### src/rtl/eth_frame_rx.sv
// eth_frame_rx: strips the 14-byte Ethernet II header from 64-bit MAC RX frames and steers the realigned payload to the IP or ARP path.
// Optional destination MAC filtering is compiled in when ETH_RX_MAC_FILTER_EN is defined.
module eth_frame_rx #(
   parameter logic [15:0] ETH_TYPE_IP  = 16'h0800,
   parameter logic [15:0] ETH_TYPE_ARP = 16'h0806
) (
   input  logic        rx_axis_aclk,
   input  logic        rx_axis_areset,
   input  logic [47:0] local_mac_addr,
   input  logic [63:0] mac_rx_axis_tdata,
   input  logic [7:0]  mac_rx_axis_tkeep,
   input  logic        mac_rx_axis_tvalid,
   input  logic        mac_rx_axis_tlast,
   input  logic        mac_rx_axis_tuser,
   output logic        mac_rx_axis_tready,
   output logic [63:0] pay_rx_axis_tdata,
   output logic [7:0]  pay_rx_axis_tkeep,
   output logic        pay_rx_axis_tlast,
   output logic        pay_rx_axis_tuser,
   output logic        ip_rx_axis_tvalid,
   input  logic        ip_rx_axis_tready,
   output logic        arp_rx_axis_tvalid,
   input  logic        arp_rx_axis_tready,
   output logic [47:0] rx_src_mac_addr,
   output logic [15:0] rx_eth_type,
   output logic        rx_drop
);

   typedef enum logic [2:0] {S_HDR0, S_HDR1, S_PAY, S_FLUSH, S_DROP} state_t;

   state_t      state, state_nxt;
   logic        out_valid;
   logic [15:0] hold;
   logic [1:0]  hold_keep;
   logic        hold_user;
   logic [15:0] src_hi;

   logic        is_ip, is_arp, sel_tready, out_free, accept;
   logic [15:0] beat_type;
   logic        type_known, dst_ok;

   logic        load, ld_last, ld_user, drop_nxt;
   logic [63:0] ld_data;
   logic [7:0]  ld_keep;

   // Steering follows the EtherType of the frame currently in the output register.
   assign is_ip              = (rx_eth_type == ETH_TYPE_IP);
   assign is_arp             = (rx_eth_type == ETH_TYPE_ARP);
   assign sel_tready         = (is_ip & ip_rx_axis_tready) | (is_arp & arp_rx_axis_tready);
   assign ip_rx_axis_tvalid  = out_valid & is_ip;
   assign arp_rx_axis_tvalid = out_valid & is_arp;
   assign out_free           = !out_valid || sel_tready;
   assign accept             = mac_rx_axis_tvalid && mac_rx_axis_tready;

   assign beat_type  = {mac_rx_axis_tdata[39:32], mac_rx_axis_tdata[47:40]};
   assign type_known = (beat_type == ETH_TYPE_IP) || (beat_type == ETH_TYPE_ARP);

`ifdef ETH_RX_MAC_FILTER_EN
   logic [47:0] dst_mac;

   assign dst_ok = (dst_mac == local_mac_addr) || (dst_mac == 48'hFFFF_FFFF_FFFF);

   always_ff @(posedge rx_axis_aclk) begin
      if (rx_axis_areset)
         dst_mac <= '0;
      else if (accept && state == S_HDR0)
         dst_mac <= {mac_rx_axis_tdata[7:0],   mac_rx_axis_tdata[15:8],
                     mac_rx_axis_tdata[23:16], mac_rx_axis_tdata[31:24],
                     mac_rx_axis_tdata[39:32], mac_rx_axis_tdata[47:40]};
   end
`else
   logic unused_mac;

   assign unused_mac = ^local_mac_addr;
   assign dst_ok     = 1'b1;
`endif

   always_comb begin
      case (state)
         S_FLUSH: mac_rx_axis_tready = 1'b0;
         S_DROP:  mac_rx_axis_tready = 1'b1;
         default: mac_rx_axis_tready = out_free;
      endcase
   end

   always_comb begin
      // NOTE: every output of this block gets a default first so no path can infer a latch.
      state_nxt = state;
      load      = 1'b0;
      ld_data   = {mac_rx_axis_tdata[47:0], hold};
      ld_keep   = {mac_rx_axis_tkeep[5:0], 2'b11};
      ld_last   = 1'b0;
      ld_user   = 1'b0;
      drop_nxt  = 1'b0;
      case (state)
         S_HDR0: begin
            if (accept) begin
               if (mac_rx_axis_tlast) drop_nxt  = 1'b1;
               else                   state_nxt = S_HDR1;
            end
         end
         S_HDR1: begin
            if (accept) begin
               if (!type_known || !dst_ok) begin
                  if (mac_rx_axis_tlast) begin
                     drop_nxt  = 1'b1;
                     state_nxt = S_HDR0;
                  end else begin
                     state_nxt = S_DROP;
                  end
               end else if (mac_rx_axis_tlast) begin
                  // One or two payload bytes sit in the hold register; none means an empty frame.
                  if (mac_rx_axis_tkeep[6]) begin
                     state_nxt = S_FLUSH;
                  end else begin
                     drop_nxt  = 1'b1;
                     state_nxt = S_HDR0;
                  end
               end else begin
                  state_nxt = S_PAY;
               end
            end
         end
         S_PAY: begin
            if (accept) begin
               load    = 1'b1;
               ld_last = mac_rx_axis_tlast && !mac_rx_axis_tkeep[6];
               ld_user = ld_last && mac_rx_axis_tuser;
               if (mac_rx_axis_tlast)
                  state_nxt = mac_rx_axis_tkeep[6] ? S_FLUSH : S_HDR0;
            end
         end
         S_FLUSH: begin
            if (out_free) begin
               load      = 1'b1;
               ld_data   = {48'h0, hold};
               ld_keep   = {6'b0, hold_keep};
               ld_last   = 1'b1;
               ld_user   = hold_user;
               state_nxt = S_HDR0;
            end
         end
         S_DROP: begin
            if (accept && mac_rx_axis_tlast) begin
               drop_nxt  = 1'b1;
               state_nxt = S_HDR0;
            end
         end
         default: state_nxt = S_HDR0;
      endcase
   end

   always_ff @(posedge rx_axis_aclk) begin
      // NOTE: the hold register is reset too, so a frame cut by reset leaves no stale bytes behind.
      if (rx_axis_areset) begin
         state             <= S_HDR0;
         out_valid         <= 1'b0;
         pay_rx_axis_tdata <= '0;
         pay_rx_axis_tkeep <= '0;
         pay_rx_axis_tlast <= 1'b0;
         pay_rx_axis_tuser <= 1'b0;
         hold              <= '0;
         hold_keep         <= '0;
         hold_user         <= 1'b0;
         src_hi            <= '0;
         rx_src_mac_addr   <= '0;
         rx_eth_type       <= '0;
         rx_drop           <= 1'b0;
      end else begin
         state   <= state_nxt;
         rx_drop <= drop_nxt;

         if (load) begin
            out_valid         <= 1'b1;
            pay_rx_axis_tdata <= ld_data;
            pay_rx_axis_tkeep <= ld_keep;
            pay_rx_axis_tlast <= ld_last;
            pay_rx_axis_tuser <= ld_user;
         end else if (sel_tready) begin
            out_valid <= 1'b0;
         end

         if (accept && state == S_HDR0)
            src_hi <= mac_rx_axis_tdata[63:48];

         if (accept && state == S_HDR1) begin
            rx_src_mac_addr <= {src_hi[7:0], src_hi[15:8],
                                mac_rx_axis_tdata[7:0],   mac_rx_axis_tdata[15:8],
                                mac_rx_axis_tdata[23:16], mac_rx_axis_tdata[31:24]};
            rx_eth_type     <= beat_type;
         end

         // The top two bytes of every payload-bearing beat wait here for the next output beat.
         if (accept && (state == S_HDR1 || state == S_PAY)) begin
            hold      <= mac_rx_axis_tdata[63:48];
            hold_keep <= mac_rx_axis_tkeep[7:6];
            hold_user <= mac_rx_axis_tuser;
         end
      end
   end

endmodule

### config.mk
export PLATFORM = sky130hd
export DESIGN_NAME = eth_frame_rx
export DESIGN_NICKNAME = d
export VERILOG_FILES = /design/src/rtl/eth_frame_rx.sv
export SDC_FILE = /design/constraint.sdc
export NUM_CORES = 1
export LEC_CHECK = 0
export CORE_ASPECT_RATIO = 2
export CORE_MARGIN = 2
export CORE_UTILIZATION = 35
export DETAILED_ROUTE_END_ITERATION = 12
export PLACE_DENSITY = 0.67
export SYNTH_ARGS = -nofsm -noshare
export SYNTH_HDL_FRONTEND = slang
export SYNTH_SLANG_ARGS = --single-unit
export TNS_END_PERCENT = 5
### constraint.sdc
create_clock -name rx_axis_aclk -period 4.05 [get_ports rx_axis_aclk]
set_input_delay 0.405 -clock rx_axis_aclk [delete_from_list [all_inputs] [get_ports rx_axis_aclk]]
set_output_delay 0.405 -clock rx_axis_aclk [all_outputs]
set_load 0.01 [all_outputs]
== Word level (Yosys, flattened, before mapping) ==
Cells that the tools add are included.

* Bitwise logic cells: 5
* Reductions and logical operators: 15
* Eq/ne operators: 15
* Mux-type cells: 35

{| class="wikitable"
|+ Operators with widths
! operator !! count
|-
| $mux 64 || 2
|-
| $eq 16x12->1 const B || 4
|-
| $mux 3 || 10
|-
| $mux 8 || 2
|-
| $pmux 3 s5 || 1
|-
| $mux 1 || 14
|-
| $ne 2x2->1 const B || 7
|-
| $pmux 1 s2 || 4
|-
| $logic_and 1x1->1 || 7
|-
| $reduce_and 7->1 || 1
|-
| $eq 3x2->1 const B || 2
|-
| $and 1x1->1 || 4
|-
| $eq 3x1->1 const B || 1
|-
| $eq 3x3->1 const B || 1
|-
| $logic_not 3->1 || 1
|-
| $logic_or 1x1->1 || 3
|-
| $pmux 1 s3 || 1
|-
| $logic_not 1->1 || 2
|-
| $mux 2 || 1
|-
| $reduce_bool 2->1 || 1
|-
| $or 1x1->1 || 1
|}

* Register bits after elaboration: 178
* Logic and storage cells: 83
* Input port bits: 127

== Depth between registers and ports, before layout ==
Gate-level depths: netlist of the first run.

* Depth after elaboration: 9
* Mapped depth: 9
* Mapped depth without buffers: 5

== Worst setup path after synthesis of the first run ==
No wires, ideal clock.

* Path kind: register to output
* Start point: register rx_eth_type[10]
* End point: output port mac_rx_axis_tready
* Stages on the path, launching flop included: 8
* Path buffers: 2
* Arrival time: 1.511 ns
* Setup slack: 2.134 ns
* Cell sequence: dfxtp_1 > nor4b_1 > and4_1 > buf_4 > a21o_1 > buf_4 > a21oi_1 > nor2_1

* Longest elaborated chain between the ends: 5
* Elaborated cells between the ends (all ways): 7
* Those cells by class: 2 x eq/ne; 1 x mux; 3 x bitwise; 1 x reduce/logical

{| class="wikitable"
|+ RTL lines
! what !! RTL line !! source
|-
| from (decl) || 25 || <nowiki>output logic [15:0] rx_eth_type,</nowiki>
|-
| from (signal assigned) || 190 || <nowiki>rx_eth_type <= beat_type;</nowiki>
|-
| $eq 16x12->1, on equally long branches || 47, 48 ||
|-
| $and 1x1->1 || 49 || <nowiki>assign sel_tready = (is_ip & ip_rx_axis_tready) | (is_arp & arp_rx_axis_tready);</nowiki>
|-
| $or 1x1->1 (*) || 49 ||
|-
| $logic_or 1x1->1 (*) || 52 || <nowiki>assign out_free = !out_valid || sel_tready;</nowiki>
|-
| $pmux 1 s2 (*) || 79 || <nowiki>case (state)</nowiki>
|-
| to (decl) || 15 || <nowiki>output logic mac_rx_axis_tready,</nowiki>
|}

Mark *: on every way between the ends. The rest lies on a longest branch, timed or not.

== Worst setup path in the final report of the first run ==
Same ends and word-level chain as after synthesis.

==> results of run 1 <==
-- worst register-to-register path, delay by kind of cell (launching register included) --
family / cells / cell delay, ns
buffers and inverters: 1 / 0.50
AO/OA/AOI/OAI: 2 / 0.57
flip-flops: 1 / 0.32
AND/OR/NAND/NOR: 3 / 1.26
-- cell type report --
| class | count | area [sq um] | share of cell area |
|---|---|---|---|
| clock inverters | 14 | 151 | 0.0156 |
| flip-flops and latches | 178 | 3560 | 0.367 |
| inverters | 3 | 11.3 | 0.00116 |
| multi-input cells | 501 | 2940 | 0.303 |
| repair buffers | 228 | 2270 | 0.234 |
| well taps | 259 | 324 | 0.0334 |
| clock buffers | 18 | 439 | 0.0453 |
-- cell usage in the layout, fill, tap and decap left out, types with 5 or more instances in the layout --
cell type,netlist,routed
clkdlybuf4s50_1,0,219
dfxtp_1,178,178
nand2_1,138,138
nor2_1,116,116
mux2i_1,105,105
a21oi_1,72,72
clkbuf_16,0,17
buf_4,16,8
nand3_1,7,7
inv_6,0,6
nor3_1,5,5
nor2b_1,5,5
-- kinds of logic (layout without fill, tap and decap cells) --
group / count (synthesis) / in the layout / synth area share
and+or+nand+nor: 293 / 293 / 0.180
muxes: 105 / 105 / 0.155
DFF: 178 / 178 / 0.526
buffers and inverters: 53 / 263 / 0.0469
xor gates and xnor gates: 2 / 2 / 0.00258
AOI/OAI and AO/OA: 101 / 101 / 0.0897
-- power by group --
part           switching [mW]  internal [mW]  total, mW
combinational           0.815          0.729       1.54
sequential              0.173           2.00       2.17
clock                   0.710          0.935       1.64
-- sequential cells by signal, indices dropped and copies added, names as in the netlist --
signal / cells
rx_src_mac_addr: 48
hold: 16
pay_rx_axis_tdata: 64
pay_rx_axis_tlast: 1
src_hi: 16
state: 3
pay_rx_axis_tuser: 1
rx_drop: 1
rx_eth_type: 16
pay_rx_axis_tkeep: 8
hold_user: 1
hold_keep: 2
out_valid: 1
-- per-layer routing --
layer  track usage  up-vias  share of wire
li1              -     2847              -
met1         0.205     2711           0.38
met2         0.355      147           0.55
met3        0.0397       24          0.041
met4        0.0810        0          0.029
met5             0        -              0
-- how the worst max path moves through the flow --
stage / start / cells past startpoint / endpoint / slack, ns
3_3_place_gp: rx_eth_type[6] / 6 / mac_rx_axis_tready / 1.06
2_1_floorplan: rx_eth_type[10] / 7 / mac_rx_axis_tready / 2.13
4_1_cts: rx_eth_type[6] / 6 / mac_rx_axis_tready / 0.57
3_5_place_dp: rx_eth_type[6] / 6 / mac_rx_axis_tready / 1.05
6_report: rx_eth_type[10] / 6 / mac_rx_axis_tready / 0.66
5_1_grt: rx_eth_type[10] / 6 / mac_rx_axis_tready / 0.46
-- per-stage QoR --
stage | worst slack (ns) | total power, mW | cells | hold slack, ns
after global routing | 0.457 | 5.64 | 1201 | 0.476
after global placement | 1.06 | 3.74 | 1169 | 0.436
final | 0.664 | 5.36 | 1201 | 0.454
after CTS | 0.570 | 5.44 | 1201 | 0.456
after floorplan | 2.13 | 3.16 | 732 | 0.432
after detailed placement | 1.05 | 3.77 | 1169 | 0.446
==> qor.txt, run 1 <==
Final instance area: 0.00970 sq mm
Avg Cell Area, Syn: 9.26 sq um
Post-Route WL: 19.5 mm
Initial antenna violation count: 0
Latest clock arrival within the worst-skew pair: 0.42 ns
Seq/Total Area, Yosys: 0.526
Hold_sp: rx_src_mac_addr[24]
Synth top area cells: dfxtp_1, mux2i_1, nand2_1, nor2_1, a21oi_1
Max transition margin: 0.344
Hold crit path type: reg -> reg
Post-Synthesis Cells: 732
Largest net degree at the start of global routing: 70
Max FO, Critical Path: 9
Measured slew at the worst slew-check pin: 0.984 ns
Critical Path RT: 3.64 ns
Tot GR Track Use: 0.192
Vias: 5729
Fillcell total: 1808
Post-synth top area cell: dfxtp_1
R2r setup slk: 1.27 ns
Ys flop type: dfxtp_1
Status: complete, no violations
Antenna Nets Post-Route: 0
DR WL/cell: 16.2 um
CTS Hold Bufs: 0
Worst-path clk slew: 0.07 ns
Total iterations of the first detailed-routing run: 4
CTS tree: built
Synthesis-to-finish area growth: 43.1%
YS warnings: 0
Cell Area, Placed: 0.00911 sq mm
CP max stage delay: 0.56 ns
I/O Buffers: 220
Worst path slowest cell: clkdlybuf4s50_1
TNS Setup: 0 ns
Clock Tree Root: clkbuf_16
Vias in the first global route: 5697
Final net count: 1056
Count of flip-flops with a built-in enable after synthesis: 0
Io pins: 269
Hold EP: rx_src_mac_addr[24]
Family with the most delay on the worst path: simple AND/OR/NAND/NOR gates
First-pass GRT wire length: 30.4 mm
H-tree depth: 4
RSZ-0062 raised after global routing: false
Reg2reg end: pay_rx_axis_tkeep[5]
Diodes inserted: 0
Die Footprint: 0.0206 sq mm
CTS buffer count: 17
Critical path buffers and inverters: 1
FP Rows: 72
Horiz. Die Dim: 102 um
Clock skew: 0.00788 ns
Critical Path AT: 2.98 ns
CP Cell Sequence: nor4b_1, and4_1, a21o_1, a21oi_1, nor2_1, clkdlybuf4s50_1
DRC viols: 0
Reg2Reg Launch Point: rx_eth_type[10]
MaxCap Viol Count: 0
Resized Gates After CTS: 0
Setup-failing EPs final: 0
Worst setup SP type: flip-flop
Final hold violations: 0
Asr flop ratio synth: 0
Pleak: 3.48 nW
Highest clock rate: 0.295 GHz
Post-synthesis register bit count: 178
Period minus WS final: 3.39 ns
Most frequent cell after synthesis: dfxtp_1
Synth top area share: 0.526
Hold depth: 2
WS Path Type: reg -> out
Synth cell types: 47
Post-synth top cells: dfxtp_1, nand2_1, nor2_1
Share of layout cells above drive strength 1: 0.0584
Worst Setup End Kind: output pin
Syn Nets: 859
Post-DR vias/cell: 4.77
Setup Buffers After CTS: 0
GPL Wtd Cong: 0.845
Peak VDD IR: 0.327 mV
Layout Utilization: 0.505
Core area: 0.0192 sq mm
Iter 0 DRT Violations: 285
Clk buf depth: 2
Cell Pwr Density: 552 mW/mm^2
Initial Util: 0.353
Die H: 201 um
Post-synthesis cell area: 0.00678 sq mm
Final period utilization: 0.836
CTS sink count: 178
Final Max Slew Viols: 0
HPWL after DPL: 13.6 mm
Grt ovf: 0
Worst-case reg-to-reg path depth: 6
No activity file was read; power rests on OpenSTA's default activity.
==> inputs of run 2 (changes only) <==
--- a/config.mk
+++ b/config.mk
@@ -9,7 +9,7 @@
 export CORE_MARGIN = 2
 export CORE_UTILIZATION = 35
 export DETAILED_ROUTE_END_ITERATION = 12
-export PLACE_DENSITY = 0.67
+export PLACE_DENSITY = 0.69
 export SYNTH_ARGS = -nofsm -noshare
 export SYNTH_HDL_FRONTEND = slang
 export SYNTH_SLANG_ARGS = --single-unit
==> constraint.sdc (replaced) <==
create_clock -name rx_axis_aclk -period 2.9 [get_ports rx_axis_aclk]
set_input_delay 0.29 -clock rx_axis_aclk [delete_from_list [all_inputs] [get_ports rx_axis_aclk]]
set_output_delay 0.29 -clock rx_axis_aclk [all_outputs]
set_load 0.01 [all_outputs]
==> qor.txt, run 2 (synthesis gave the netlist of run 1 again) <==
Status: complete, no violations
Critical Path AT: 2.43 ns
CP Launch Point: rx_eth_type[3]
Horiz. Die Dim: 102 um
Worst setup SP type: flip-flop
Reg2Reg Launch Point: state[0]
Vias: 5777
Setup-failing EPs final: 0
Initial Util: 0.353
Grt ovf: 0
Seq pwr share: 0.398
Clock Tree Root: clkbuf_16
Cell Area, Placed: 0.00921 sq mm
Post-DR vias/cell: 4.77
Commonest non-fill, non-tap cell in the layout: clkdlybuf4s50_1
WS Path Type: reg -> out
R2r setup slk: 0.75 ns
Top reg by flops: pay_rx_axis_tdata
MaxCap Viol Count: 0
Hold crit path type: in -> reg
DR WL/cell: 16.4 um
CTS buffer count: 17
First-pass GRT wire length: 30.6 mm
Peak VDD IR: 0.463 mV
Die Footprint: 0.0206 sq mm
I/O Buffers: 220
Worst Setup End Kind: output pin
H-tree depth: 4
Highest clock rate: 0.368 GHz
Clk buf depth: 2
CTS Hold Bufs: 0
Synthesis-to-finish area growth: 44.8%
DRC viols: 0
Die H: 201 um
Post-Route WL: 19.9 mm
Tot GR Track Use: 0.195
Worst-case reg-to-reg path depth: 6
Total iterations of the first detailed-routing run: 4
Share of layout cells above drive strength 1: 0.0683
Final Max Slew Viols: 0
Storage cell area: 0.00356 sq mm
Max transition margin: 0.455
Largest net degree at the start of global routing: 55
Period minus WS final: 2.72 ns
CTS sink count: 178
Pleak: 3.53 nW
Clock power share: 0.305
FP Rows: 72
Multi-input gate area: 0.00296 sq mm
Vias in the first global route: 5786
Switching Fraction: 0.316
HPWL after DPL: 14.3 mm
Clock skew: 0.0126 ns
Commonest cells after routing, fill and taps aside: clkdlybuf4s50_1, dfxtp_1, nand2_1, nor2_1, mux2i_1
CTS tree: built
Largest register FFs: 64
Measured slew at the worst slew-check pin: 0.816 ns
Latest clock arrival within the worst-skew pair: 0.43 ns
Biggest regs: pay_rx_axis_tdata: 64 flops, rx_src_mac_addr: 48 flops
Combinational share of power: 0.297
Hold_sp: rx_axis_areset
Hold depth: 2
Iter 0 DRT Violations: 158
Core area: 0.0192 sq mm
Antenna Nets Post-Route: 0
Initial antenna violation count: 1
Final hold violations: 0
Final period utilization: 0.937
Max FO, Critical Path: 3
Cell Pwr Density: 768 mW/mm^2
Fillcell total: 1845
RSZ-0062 raised after global routing: false
Sw Pwr: 2.38 mW
Final net count: 1065
TNS Setup: 0 ns
Final instance area: 0.00981 sq mm
Critical Path RT: 2.61 ns
Min Hold Slack: 0.291 ns
GPL Wtd Cong: 0.890
Internal power: 5.16 mW
Final Power: 7.54 mW
Worst-path clk slew: 0.06 ns
Io pins: 269
run 2: changes by cell type in the layout (fill, tap and decap cells not counted):
cell,delta
o21ai_4,+1
clkinv_4,+2
buf_4,+7
nor4_1,-1
clkinvlp_4,+1
buf_12,+2
o21ai_2,-1
clkbuf_1,+1
inv_6,-2
clkinv_2,-2
diode_2,+1
nor4b_2,+1
nor4b_1,-1
nor4_2,+1
run 2: critical path, stage by stage, from the launching register on:
cell and delay, ns:
dfxtp_1 0.33, nor4_2 0.45, and4_1 0.32, a21o_1 0.17, a21oi_1 0.07, nor2_1 0.10, clkdlybuf4s50_1 0.57
run 2: timing repair:
action / in CTS / in global routing
endpoints found under the setup margin: 0 / 1
buffers inserted: 0 / 0
resized for setup: 0 / 2
run 2: power groups by stage:
stage          combinational (mW)  clock (mW)  sequential [mW]
2_1_floorplan                1.31           0             3.10
3_3_place_gp                 2.24           0             3.04
3_5_place_dp                 2.26           0             3.06
4_1_cts                      2.27        2.36             3.00
5_1_grt                      2.43        2.46             3.04
6_report                     2.24        2.30             3.00
run 2: stage by stage:
step / utilization / setup WS [ns] / std cells
final: 0.511 / 0.182 / 1211
after global routing: 0.511 / 0.00719 / 1211
after CTS: 0.511 / 0.0630 / 1210
after detailed placement: 0.480 / 0.385 / 1178
after global placement: 0.480 / 0.373 / 1178
after floorplan: - / 1.06 / 732
run 2: final cells by class:
| cell class | count | area share |
|---|---|---|
| Tap cell | 259 | 0.0330 |
| Antenna cell | 1 | 0.000255 |
| Sequential cell | 178 | 0.363 |
| Timing Repair Buffer | 237 | 0.241 |
| Inverter | 3 | 0.00115 |
| Clock buffer | 19 | 0.0451 |
| Clock inverter | 13 | 0.0152 |
| Multi-Input combinational cell | 501 | 0.301 |
run 2: final timing paths:
kind                              end
setup / recovery   mac_rx_axis_tready
hold / removal           hold_keep[1]
setup reg to reg  rx_src_mac_addr[32]
hold reg to reg   rx_src_mac_addr[14]
run 2: metal layers:
layer,GRT usage,routed length (um),vias to the layer above
li1,-,-,2862
met1,0.189,7040,2715
met2,0.375,11300,163
met3,0.0390,820,37
met4,0.0910,648,0
met5,0,0,-
==> patch: new RTL, config.mk and constraints of run 1 <==
Re-encode `state_t` (5 states) as one-hot, 5 bits wide.
--- a/src/rtl/eth_frame_rx.sv
+++ b/src/rtl/eth_frame_rx.sv
@@ -26,7 +26,7 @@
    output logic        rx_drop
 );
 
-   typedef enum logic [2:0] {S_HDR0, S_HDR1, S_PAY, S_FLUSH, S_DROP} state_t;
+   typedef enum logic [4:0] {S_HDR0 = 5'b00001, S_HDR1 = 5'b00010, S_PAY = 5'b00100, S_FLUSH = 5'b01000, S_DROP = 5'b10000} state_t;
 
    state_t      state, state_nxt;
    logic        out_valid;
Function: no difference found for any inputs over 4 cycles, from zero or initial values and one cycle with rx_axis_areset high; so few cycles prove little.
==> patch against run 1 <==
- final area grew 0.97%
- worst setup slack gained 0.41 ns
- fmax grew 14%
- sequential cell count grew 2
- wire length grew 8.9%
- synthesized area grew 1.2%
- die area grew 1.2%
- critical endpoint unchanged
Power is not compared: it rests on default switching activity, and its combinational part moved more than twofold at a synthesized area within 25%.
==> patch: results (changes against run 1) <==
Detailed routing
  – Vias per cell: 4.944 (+3.6%)
  – Drt pass-1 iters: 5 (+1)
  – Initial DRC Count: 221 (-22%)
  – Routed WL: 21,220 um (+8.9%)

Placement
  – Gpl congestion: 0.9087 (+7.5%)
  – PortBufs: 220 (unchanged)
  – Placed cells: 1,249 (+6.8%)
  – Dpl ws: 1.128 ns (+0.07892 ns)
  – Dpl hpwl: 14,580 um (+7.5%)
  – Placed cell areas: 9211 sq um (+1.1%)

Logic synthesis
  – Cell count after synthesis: 819 (+12%)
  – Top cells by area, synth: dfxtp_1 53%, nand2_1 14%, a21oi_1 9.0%
  – Post-synthesis sequential area ratio: 52.54% (about the same)
  – Top FF cell, synth: dfxtp_1
  – Yosys Warn Count: 0 (unchanged)
  – Asr flop ratio synth: 0% (unchanged)
  – Top cell types by occurrence after synthesis: 249 x nand2_1, 180 x dfxtp_1, 124 x a21oi_1, 49 x nor2_1, 37 x mux2i_1
  – Synth cell types: 48 (+2.1%)
  – Net Count, Synth: 946 (+10%)

Setup path
  – Critical Path AT: 2.57 ns (-0.41 ns)
  – Max incr delay on CP: 0.57 ns
  – Max FO, Critical Path: 6 (-3)
  – Delay-heaviest family, CP: simple AND/OR/NAND/NOR gates
  – Slowest cell on crit path: clkdlybuf4s50_1

CTS
  – CTS Root Cell: clkbuf_16
  – Cts repair resizes: 0 (unchanged)
  – Clock Tree Buf Depth: 2 (unchanged)
  – H-tree Lvls: 4 (unchanged)
  – Clk Latency, worst-skew pair: 0.43 ns
  – CTS Buf Count: 17 (unchanged)
  – Clk slew on worst S/H paths: 0.07 ns (about the same)
  – Setup bufs post-CTS: 0 (unchanged)

Finish
  – Finished Layout Cells: 1,282 (+6.7%)
  – Largest regs: pay_rx_axis_tdata (64), rx_src_mac_addr (48)
  – Fillers: 1,908 (+5.5%)
  – Nets@finish: 1,136 (+7.6%)
  – Share of cells above drive strength 1: 7.143% (+1.3 points)

GRT
  – First-pass GRT wire length: 32,150 um (+5.9%)
  – Initial antenna violation count: 1 (+1)
  – Pin count of the biggest net entering global routing: 76 (+8.6%)
  – Vias in the first global route: 5,970 (+4.8%)
  – Total global-route track usage: 20.16% (+0.92 points)

Power and ir drop
  – Peak supply drop: 0.2360 mV
  – Static leakage: 3.257 nW

STA
  – Max Clock Skew: 0.008653 ns (+0.0007751 ns)
  – Tightest Pin Transition: 1.028 ns (+0.04416 ns)

Status
  – Status: completed

Min path
  – Min-delay worst type: reg2reg
==> patch: final timing paths <==
kind / cells after the start / slack [ns] / end / startpoint
setup / recovery: 5 / 1.08 / mac_rx_axis_tready / rx_eth_type[15]
hold / removal: 2 / 0.45 / rx_src_mac_addr[16] / rx_src_mac_addr[16]
setup reg to reg: 6 / 1.23 / pay_rx_axis_tdata[27] / state[1]
hold reg to reg: 2 / 0.45 / rx_src_mac_addr[16] / rx_src_mac_addr[16]
==> patch: layout make-up <==
class                           instances  area [sq um]  share of cell area [%]
Inverter                                3         11.26                  0.1150
Sequential cell                       180          3603                   36.80
Multi-Input combinational cell        577          2973                   30.36
Antenna cell                            1         2.502                 0.02556
Tap cell                              259         324.1                   3.309
Clock inverter                         13         145.1                   1.482
Timing Repair Buffer                  230          2300                   23.49
Clock buffer                           19         432.9                   4.421
==> patch: cell families after synthesis <==
| kind of cell | count (synthesis) | synth area share [%] |
|---|---|---|
| compound gates | 181 | 15.29 |
| simple gates | 356 | 21.63 |
| buf+inv | 62 | 4.725 |
| xor+xnor | 2 | 0.2554 |
| flops | 180 | 52.54 |
| mux | 38 | 5.564 |
==> patch: power by group <==
group | internal [W] | switching (W) | leakage, nW
combinational | 0.000257 | 0.000277 | 1.53
sequential | 0.00184 | 0.0000557 | 1.45
clock | 0.000871 | 0.000773 | 0.269
total | 0.00297 | 0.00111 | 3.26
==> patch: per-layer routing <==
| metal | up-vias | routed length (um) | GRT usage, % |
|---|---|---|---|
| met5 | - | 0 | 0 |
| met4 | 0 | 910 | 10.76 |
| met3 | 47 | 1076 | 3.631 |
| met2 | 211 | 11390 | 36.50 |
| met1 | 2975 | 7849 | 21.29 |
| li1 | 3105 | - | - |
